### src/rtl/sysmem_icb_splitter_pkg.sv
// Shared definitions for the sysmem ICB splitter: id encoding, clog2 helper
// and the default SoC memory map for the downstream channels.
package sysmem_icb_splitter_pkg;

  localparam logic [31:0] SOC_SRAM_BASE = 32'h8000_0000;
  localparam logic [31:0] SOC_SRAM_MASK = 32'hF000_0000;
  localparam logic [31:0] SOC_DDR_BASE  = 32'h9000_0000;
  localparam logic [31:0] SOC_DDR_MASK  = 32'hF000_0000;
  localparam logic [31:0] SOC_FB_BASE   = 32'hA000_0000;
  localparam logic [31:0] SOC_FB_MASK   = 32'hF000_0000;

  function automatic int icb_clog2(input int value);
    int r;
    r = 0;
    for (int i = 0; i < 32; i++) begin
      if ((64'd1 << i) < 64'(value)) begin
        r = i + 1;
      end else begin
        r = r;
      end
    end
    return r;
  endfunction

  // The error responder takes the id just past the last real channel.
  function automatic int icb_err_id(input int ch_num);
    return ch_num;
  endfunction

endpackage

### src/rtl/sysmem_icb_splitter_icb_ord_fifo.sv
// Order FIFO remembering which channel owns each outstanding transaction.
// Pointers wrap naturally because DEPTH is a power of two.
module icb_ord_fifo
  import sysmem_icb_splitter_pkg::*;
#(
  parameter int DEPTH = 4,
  parameter int WIDTH = 3
) (
  input  logic                       clk,
  input  logic                       rst_n,
  input  logic                       push,
  input  logic                       pop,
  input  logic [WIDTH-1:0]           din,
  output logic [WIDTH-1:0]           head,
  output logic                       full,
  output logic                       empty,
  output logic [icb_clog2(DEPTH):0]  count
);

  localparam int PW = icb_clog2(DEPTH);
  localparam int CW = PW + 1;

  logic [WIDTH-1:0] mem_r [DEPTH];
  logic [PW-1:0]    wr_ptr_r;
  logic [PW-1:0]    rd_ptr_r;
  logic [CW-1:0]    count_r;
  logic             do_push_s;
  logic             do_pop_s;

  assign full      = (count_r == CW'(DEPTH));
  assign empty     = (count_r == {CW{1'b0}});
  assign do_push_s = push & ~full;
  assign do_pop_s  = pop & ~empty;
  assign head      = mem_r[rd_ptr_r];
  assign count     = count_r;

  // Storage array, only the written slot changes.
  always_ff @(posedge clk) begin
    if (do_push_s) begin
      mem_r[wr_ptr_r] <= din;
    end
  end

  // Pointers and occupancy; push and pop together leave count unchanged.
  always_ff @(posedge clk) begin
    if (!rst_n) begin
      wr_ptr_r <= {PW{1'b0}};
      rd_ptr_r <= {PW{1'b0}};
      count_r  <= {CW{1'b0}};
    end else begin
      if (do_push_s) begin
        wr_ptr_r <= wr_ptr_r + PW'(1);
      end
      if (do_pop_s) begin
        rd_ptr_r <= rd_ptr_r + PW'(1);
      end
      case ({do_push_s, do_pop_s})
        2'b10:   count_r <= count_r + CW'(1);
        2'b01:   count_r <= count_r - CW'(1);
        default: count_r <= count_r;
      endcase
    end
  end

endmodule

### src/rtl/sysmem_icb_splitter.sv
// 1-to-N ICB splitter for the system-memory port: address decode to CH_NUM
// slaves plus an internal error responder, with in-order response return.
module sysmem_icb_splitter
  import sysmem_icb_splitter_pkg::*;
#(
  parameter int                   CH_NUM     = 4,
  parameter int                   AW         = 32,
  parameter int                   DW         = 32,
  parameter int                   OUTS_DEPTH = 4,
  parameter logic [CH_NUM*AW-1:0] CH_BASE    = '0,
  parameter logic [CH_NUM*AW-1:0] CH_MASK    = '0
) (
  input  logic                           clk,
  input  logic                           rst_n,
  input  logic                           s_icb_cmd_valid,
  output logic                           s_icb_cmd_ready,
  input  logic [AW-1:0]                  s_icb_cmd_addr,
  input  logic                           s_icb_cmd_read,
  input  logic [DW-1:0]                  s_icb_cmd_wdata,
  input  logic [DW/8-1:0]                s_icb_cmd_wmask,
  output logic                           s_icb_rsp_valid,
  input  logic                           s_icb_rsp_ready,
  output logic                           s_icb_rsp_err,
  output logic [DW-1:0]                  s_icb_rsp_rdata,
  output logic [CH_NUM-1:0]              m_icb_cmd_valid,
  input  logic [CH_NUM-1:0]              m_icb_cmd_ready,
  output logic [AW-1:0]                  m_icb_cmd_addr,
  output logic                           m_icb_cmd_read,
  output logic [DW-1:0]                  m_icb_cmd_wdata,
  output logic [DW/8-1:0]                m_icb_cmd_wmask,
  input  logic [CH_NUM-1:0]              m_icb_rsp_valid,
  output logic [CH_NUM-1:0]              m_icb_rsp_ready,
  input  logic [CH_NUM-1:0]              m_icb_rsp_err,
  input  logic [CH_NUM*DW-1:0]           m_icb_rsp_rdata,
  output logic [icb_clog2(OUTS_DEPTH):0] outs_cnt,
  output logic                           dec_err
);

  localparam int ERR_ID = icb_err_id(CH_NUM);
  localparam int IDW    = icb_clog2(CH_NUM + 1);

  logic [IDW-1:0] sel_s;
  logic [IDW-1:0] head_s;
  logic           is_err_s;
  logic           sel_ready_s;
  logic           full_s;
  logic           empty_s;
  logic           push_s;
  logic           pop_s;

  // Address decode: walking from the top index down lets the lowest hit win.
  always_comb begin
    sel_s = IDW'(ERR_ID);
    for (int i = CH_NUM - 1; i >= 0; i--) begin
      if ((s_icb_cmd_addr & CH_MASK[i*AW +: AW]) ==
          (CH_BASE[i*AW +: AW] & CH_MASK[i*AW +: AW])) begin
        sel_s = IDW'(i);
      end else begin
        sel_s = sel_s;
      end
    end
  end

  assign is_err_s = (sel_s == IDW'(ERR_ID));

  // Command steering; the error responder always accepts.
  always_comb begin
    m_icb_cmd_valid = {CH_NUM{1'b0}};
    sel_ready_s     = 1'b1;
    for (int i = 0; i < CH_NUM; i++) begin
      if (sel_s == IDW'(i)) begin
        m_icb_cmd_valid[i] = s_icb_cmd_valid & ~full_s;
        sel_ready_s        = m_icb_cmd_ready[i];
      end else begin
        m_icb_cmd_valid[i] = 1'b0;
      end
    end
  end

  assign s_icb_cmd_ready = ~full_s & sel_ready_s;
  assign push_s          = s_icb_cmd_valid & s_icb_cmd_ready;

  assign m_icb_cmd_addr  = s_icb_cmd_addr;
  assign m_icb_cmd_read  = s_icb_cmd_read;
  assign m_icb_cmd_wdata = s_icb_cmd_wdata;
  assign m_icb_cmd_wmask = s_icb_cmd_wmask;

  icb_ord_fifo #(
    .DEPTH (OUTS_DEPTH),
    .WIDTH (IDW)
  ) u_ord_fifo (
    .clk   (clk),
    .rst_n (rst_n),
    .push  (push_s),
    .pop   (pop_s),
    .din   (sel_s),
    .head  (head_s),
    .full  (full_s),
    .empty (empty_s),
    .count (outs_cnt)
  );

  // Response mux: only the channel at the head of the order FIFO sees ready.
  always_comb begin
    s_icb_rsp_valid = 1'b0;
    s_icb_rsp_err   = 1'b0;
    s_icb_rsp_rdata = {DW{1'b0}};
    m_icb_rsp_ready = {CH_NUM{1'b0}};
    if (empty_s) begin
      s_icb_rsp_valid = 1'b0;
    end else if (head_s == IDW'(ERR_ID)) begin
      s_icb_rsp_valid = 1'b1;
      s_icb_rsp_err   = 1'b1;
    end else begin
      for (int i = 0; i < CH_NUM; i++) begin
        if (head_s == IDW'(i)) begin
          s_icb_rsp_valid    = m_icb_rsp_valid[i];
          s_icb_rsp_err      = m_icb_rsp_err[i];
          s_icb_rsp_rdata    = m_icb_rsp_rdata[i*DW +: DW];
          m_icb_rsp_ready[i] = s_icb_rsp_ready;
        end else begin
          m_icb_rsp_ready[i] = 1'b0;
        end
      end
    end
  end

  assign pop_s = s_icb_rsp_valid & s_icb_rsp_ready;

  // Decode-error pulse, one cycle after an unmatched command is accepted.
  always_ff @(posedge clk) begin
    if (!rst_n) begin
      dec_err <= 1'b0;
    end else begin
      dec_err <= push_s & is_err_s;
    end
  end

endmodule

### config.mk
export PLATFORM = sky130hd
export DESIGN_NAME = sysmem_icb_splitter
export DESIGN_NICKNAME = d
export VERILOG_FILES = /design/src/rtl/sysmem_icb_splitter_pkg.sv /design/src/rtl/sysmem_icb_splitter_icb_ord_fifo.sv /design/src/rtl/sysmem_icb_splitter.sv
export SDC_FILE = /design/constraint.sdc
export NUM_CORES = 1
export LEC_CHECK = 0
export ABC_AREA = 1
export CAP_MARGIN = 20
export CORE_AREA = 2 2 129 131
export CTS_CLUSTER_DIAMETER = 120
export DETAILED_ROUTE_END_ITERATION = 12
export DIE_AREA = 0 0 131 133
export SETUP_SLACK_MARGIN = 0.4
export SLEW_MARGIN = 20
export SYNTH_ARGS = -nofsm -noshare
export SYNTH_HDL_FRONTEND = slang
export SYNTH_SLANG_ARGS = --single-unit
export TNS_END_PERCENT = 50
### constraint.sdc
create_clock -name clk -period 4.7 [get_ports clk]
set_input_delay 0.47 -clock clk [delete_from_list [all_inputs] [get_ports clk]]
set_output_delay 0.47 -clock clk [all_outputs]
set_load 0.1 [all_outputs]
=== After elaboration in Yosys (flattened, before gate mapping) ===
Index checks and enable logic that the tools add are counted.

* Bits of input ports: 213
* Word-level logic and storage cells: 46
* Register bits after elaboration: 3
* Output and inout bits: 116

* Eq/ne operators: 7
* Muxes and demuxes: 25
* Reductions and logical operators: 3
* Add/subtract/negate cells: 2
* Bitwise operators: 8

{| class="wikitable"
|+ Operators by type and width
! operator !! count
|-
| 32-bit two-way mux || 6
|-
| 1-bit two-way mux || 16
|-
| 4-bit two-way mux || 2
|-
| 1-bit AND || 6
|-
| 3-bit by 2-bit equality test with 1-bit output (both inputs constant) || 2
|-
| 3-bit one-hot mux with 2 select lines || 1
|-
| 3-bit by 1-bit adder with 3-bit output (second input constant) || 1
|-
| 3-bit by 1-bit equality test with 1-bit output (both inputs constant) || 1
|-
| 3-bit equality test (both inputs constant) || 1
|-
| 3-bit equality test (second input constant) || 1
|-
| 3-bit zero test || 1
|-
| 3-bit zero test (first input constant) || 1
|-
| 3-bit by 1-bit subtractor with 3-bit output (second input constant) || 1
|-
| 2-bit by 1-bit equality test with 1-bit output (second input constant) || 1
|-
| 2-bit equality test (second input constant) || 1
|-
| 1-bit inverter || 2
|-
| 2-bit nonzero test || 1
|}

=== Depth between registers and ports, before layout ===
* Word-level depth: 11
* Gate-level depth with buffers: 12
* Gate-level depth less buffers: 12

=== Cells and area by module ===
From an unflattened synthesis, not the netlist that was laid out.

* Cell total of the unflattened synthesis: 538
* Area, all modules: 3308.2 µm²

{| class="wikitable"
|+ By module, submodules not included
! module !! instances !! sequential area each (µm²) !! area an instance (µm²) !! cells each
|-
| sysmem_icb_splitter || 1 || 0.0 || 2354.8 || 439
|-
| icb_ord_fifo || 1 || 540.5 || 953.4 || 99
|}

=== Worst setup path before layout ===
No wires, ideal clock.

* Path kind: reg-to-reg
* Start point: reg u_ord_fifo.count_r[1] (netlist: u_ord_fifo.count[1])
* End point: reg u_ord_fifo.count_r[1] (netlist: u_ord_fifo.count[1])
* Cell stages (with the launch flop): 8
* Clock period less this slack: 4.515 ns
* Required time: 4.628 ns
* Path buffers: 0
* Data arrival time: 4.444 ns
* Setup time: 0.072 ns
* Setup slack: 0.185 ns
* Cells stage by stage: dfxtp_1 nor2_1 a21boi_0 nand2_1 ha_1 inv_1 fa_1 a21oi_1

* Longest elaborated chain between the ends: 7
* Elaborated cells on any way between the ends: 16
* Those cells by class: add/sub (2); eq/ne (3); mux (2); bitwise (7); reduce/logical (2)

{| class="wikitable"
|+ RTL lines
! what !! RTL line !! RTL
|-
| start, declared || sysmem_icb_splitter_icb_ord_fifo.sv:26 || <nowiki>logic [CW-1:0] count_r;</nowiki>
|-
| start signal, assigned || sysmem_icb_splitter_icb_ord_fifo.sv:49 || <nowiki>count_r <= {CW{1'b0}};</nowiki>
|-
| start signal, assigned || sysmem_icb_splitter_icb_ord_fifo.sv:58 || <nowiki>2'b10: count_r <= count_r + CW'(1);</nowiki>
|-
| start signal, assigned || sysmem_icb_splitter_icb_ord_fifo.sv:59 || <nowiki>2'b01: count_r <= count_r - CW'(1);</nowiki>
|-
| 3-bit equality test (*) || sysmem_icb_splitter_icb_ord_fifo.sv:30 || <nowiki>assign full = (count_r == CW'(DEPTH));</nowiki>
|-
| 1-bit inverter (*) || sysmem_icb_splitter.sv:80 || <nowiki>assign s_icb_cmd_ready = ~full_s & sel_ready_s;</nowiki>
|-
| 1-bit AND (*) || sysmem_icb_splitter.sv:80 ||
|-
| named net s_icb_cmd_ready || sysmem_icb_splitter.sv:16 || <nowiki>output logic s_icb_cmd_ready,</nowiki>
|-
| 1-bit AND (*) || sysmem_icb_splitter.sv:81 || <nowiki>assign push_s = s_icb_cmd_valid & s_icb_cmd_ready;</nowiki>
|-
| 1-bit AND (*) || sysmem_icb_splitter_icb_ord_fifo.sv:32 || <nowiki>assign do_push_s = push & ~full;</nowiki>
|-
| 2-bit by 1-bit equality test with 1-bit output or 2-bit equality test (tied branches) || sysmem_icb_splitter_icb_ord_fifo.sv:57 || <nowiki>case ({do_push_s, do_pop_s})</nowiki>
|-
| 3-bit one-hot mux with 2 select lines or 2-bit nonzero test (tied branches) || n/a ||
|}

The timed path passes the listed nets; every way through them passes the cells marked *.
A chain may end at the register's enable or synchronous reset.

=== Worst setup path after layout ===
* Start point: reg u_ord_fifo.count_r[1] (netlist: u_ord_fifo.count[1])
* End point: out s_icb_rsp_rdata[15]

* Longest elaborated chain between the ends: 2

{| class="wikitable"
|+ RTL lines
! what !! RTL line !! RTL
|-
| 3-bit zero test || sysmem_icb_splitter_icb_ord_fifo.sv:31 || <nowiki>assign empty = (count_r == {CW{1'b0}});</nowiki>
|-
| 32-bit two-way mux || sysmem_icb_splitter.sv:109 || <nowiki>if (empty_s) begin</nowiki>
|-
| end, declared || sysmem_icb_splitter.sv:24 || <nowiki>output logic [DW-1:0] s_icb_rsp_rdata,</nowiki>
|}

No other way between the ends.

==> key figures <==
Synthesis
  – Synth warnings: 0
  – Most frequent cell after synthesis: buf_4
  – Mapped cell area: 1089 um2
  – Share of the synthesized area in the top cell type: 52.41%
  – Number of flops mapped to enable cells by yosys: 0
  – Synthesized flop and latch total: 3
  – Mapped Cells: between 150 and 200
  – Sequential share of the synthesized area: 5.517%
  – Yosys cell types: 17
  – Area leader, netlist: buf_4
  – Syn Area/Cell: 6.081 um2
  – Largest cells by area after synthesis: buf_4 (52%), inv_1 (14%), nor2_1 (12%)
  – Post-synth top cells: buf_4 (76), inv_1 (42), nor2_1 (35), nand2_1 (5)
  – Commonest register cell after synthesis: dfxtp_1
  – Async S/R FF share, synth: 0%

Timing
  – Post-route setup slack: 1.830 ns
  – Final Hold Vio Count: 0
  – Period utilization: between 60 and 70%
  – Final Skew: 0.001965 ns
  – Final slew viol count: 0
  – Least-Margin Pin Slew: 1.024 ns
  – Worst slew margin: 31.53%
  – # setup viols final: 0
  – RSZ-0062 raised after global routing: no
  – Minimum clock period: 2.870 ns
  – Fmax achieved: 348.5 MHz
  – Sum Neg Setup Slack: 0 ns

Routing
  – DRT iter0 DRCs: 22
  – Routed Antenna Nets: 0
  – First-pass iteration count of the detailed router: 3
  – DR WL/cell: approximately 11 um
  – DRC viols: 0
  – Final wirelength: between 4000 and 5000 um
  – Vias per inst: 2.362
  – Vias: 966

Worst setup path
  – Data required time at the worst endpoint: 4.23 ns
  – Worst Path Arrival: 2.40 ns
  – Critical path launch point: u_ord_fifo.count[1]
  – Crit path kind: register to primary output
  – Worst setup EP type: primary output
  – Reg2reg start: u_ord_fifo.count[1]
  – Worst Setup Start Kind: register
  – Crit path max fanout: 33

Power
  – Power per cell area: 471.5 nW/um2
  – Power share of the combinational group: 77.7%
  – Sequential power share: 4.5%
  – Leak: 0.0007171 uW
  – Peak supply drop: 0.2081 mV
  – Power Internal: 271.0 uW
  – Sw frac: between 60 and 70%
  – Psw: 506.6 uW
  – Clock Power Share: 17.8%

Layout
  – Layout cells sized above 1: between 3 and 4%
  – Area grow syn2layout: 51.49%
  – Multi-input gate area: between 200 and 300 um2
  – Max reg flops: 3
  – Fin nets: 405
  – Register area: 60.06 um2
  – # diodes: 0
  – # fillers: 1,920

Clock network
  – Post-CTS Resized: 0
  – Skew-Pair Late Insertion Delay: 0.23 ns
  – Setup Fix Bufs, Post-CTS: 0
  – Root Driver: clkbuf_16
  – Total CTS buffers: 3
  – Clk sinks: 3
  – CTS tree: done
  – CTS max path bufs: 2
  – Clk slew on worst S/H paths: 0.03 ns
  – Max H-tree Level: 1
  – Hold-fix buffers at CTS: 0

Outcome
  – Status: finished, final reports clean

GRT
  – Global Route Usage Sum: 4.565%
  – Vias in the first global route: 878
  – Global-route wire length before repair: 5464 um
  – Largest net degree at the start of global routing: 34
  – GRT overflow: 0
  – Initial antenna violation count: 0

Die
  – Die ar.: approximately 17,000 um2
  – # IOs: 329
  – Initial Utilization: 6.731%
  – CORE AREA: 16,170 um2
  – Die W: 131 um
  – FP Rows: 47
  – Die height: between 100 and 150 um

Min path
  – Hold wc startpoint: u_ord_fifo.count[2]
  – Hold Crit Class: register to register

Place
  – Routability cong.: 0.6040
  – Setup WS pre-CTS: 1.901 ns
  – DP HPWL: roughly 4000 um
  – I/O Buffers: slightly below 80

Run
  – Max-cap violations: 0
final cells by class:
cell class / count / area share (%)
clock buffers: 4 / 4.780
inverters: 42 / 9.560
multi-input cells: 61 / 17.53
flip-flops and latches: 3 / 3.642
well taps: 220 / 16.69
repair buffers: 79 / 47.80
worst max-delay path, stage by stage, from the launching register on:
cell	delay, ns
dfxtp_1	0.46
nor3_4	0.09
buf_4	0.24
nor2_1	0.18
clkdlybuf4s50_1	1.16
cells in the final DEF (no fill, tap or decap), drive strengths merged:
cell type	n
nor2	37
dfxtp	3
clkbuf	4
buf	1
a21oi	2
conb	7
o21ai	2
a21boi	2
nand4	1
nor3	2
inv	42
nand2	5
nand3	1
fa	1
ha	1
clkdlybuf4s50	78
metal layers:
metal | share of wire (%) | vias up | GRT usage, %
met5 | 0 | - | 0
met4 | 5.5 | 0 | 3.132
met3 | 29 | 31 | 5.297
met2 | 41 | 120 | 7.168
met1 | 25 | 374 | 2.885
li1 | - | 441 | -
worst paths after layout:
kind | slack (ns) | endpoint | cells past startpoint
setup / recovery | 1.83 | s_icb_rsp_rdata[15] | 4
hold / removal | 0.62 | u_ord_fifo.count[2] | 4
setup reg to reg | 2.96 | u_ord_fifo.count[2] | 11
hold reg to reg | 0.62 | u_ord_fifo.count[2] | 4
power groups by stage:
stage / clock, uW / combinational [uW] / sequential, uW
floorplan: 0 / 732 / 56.0
global placement: 0 / 608 / 34.9
detailed placement: 0 / 610 / 34.9
CTS: 141 / 610 / 34.7
global route: 142 / 631 / 35.4
finish: 138 / 604 / 34.7
per-stage QoR:
stage | hold WS [ns] | total power, uW | cells | util, % | area [um2]
after floorplan | 0.5913 | 788.5 | 185 | - | 1111
after global placement | 0.6170 | 642.6 | 405 | 9.710 | 1570
after detailed placement | 0.6179 | 644.6 | 405 | 9.710 | 1570
after CTS | 0.6260 | 786.0 | 409 | 10.20 | 1649
after global routing | 0.6624 | 808.6 | 409 | 10.20 | 1649
final | 0.6151 | 777.6 | 409 | 10.20 | 1649
cell families after synthesis:
logic type | after synthesis | share of synthesized area [%]
AND/OR/NAND/NOR | 46 | 17.93
other | 1 | 0.3445
AO/OA/AOI/OAI | 6 | 3.218
flip-flops | 3 | 5.517
buffers and inverters | 121 | 70.00
adder cells (fa/ha/maj) | 2 | 2.988
(Power assumes the default switching activity.)
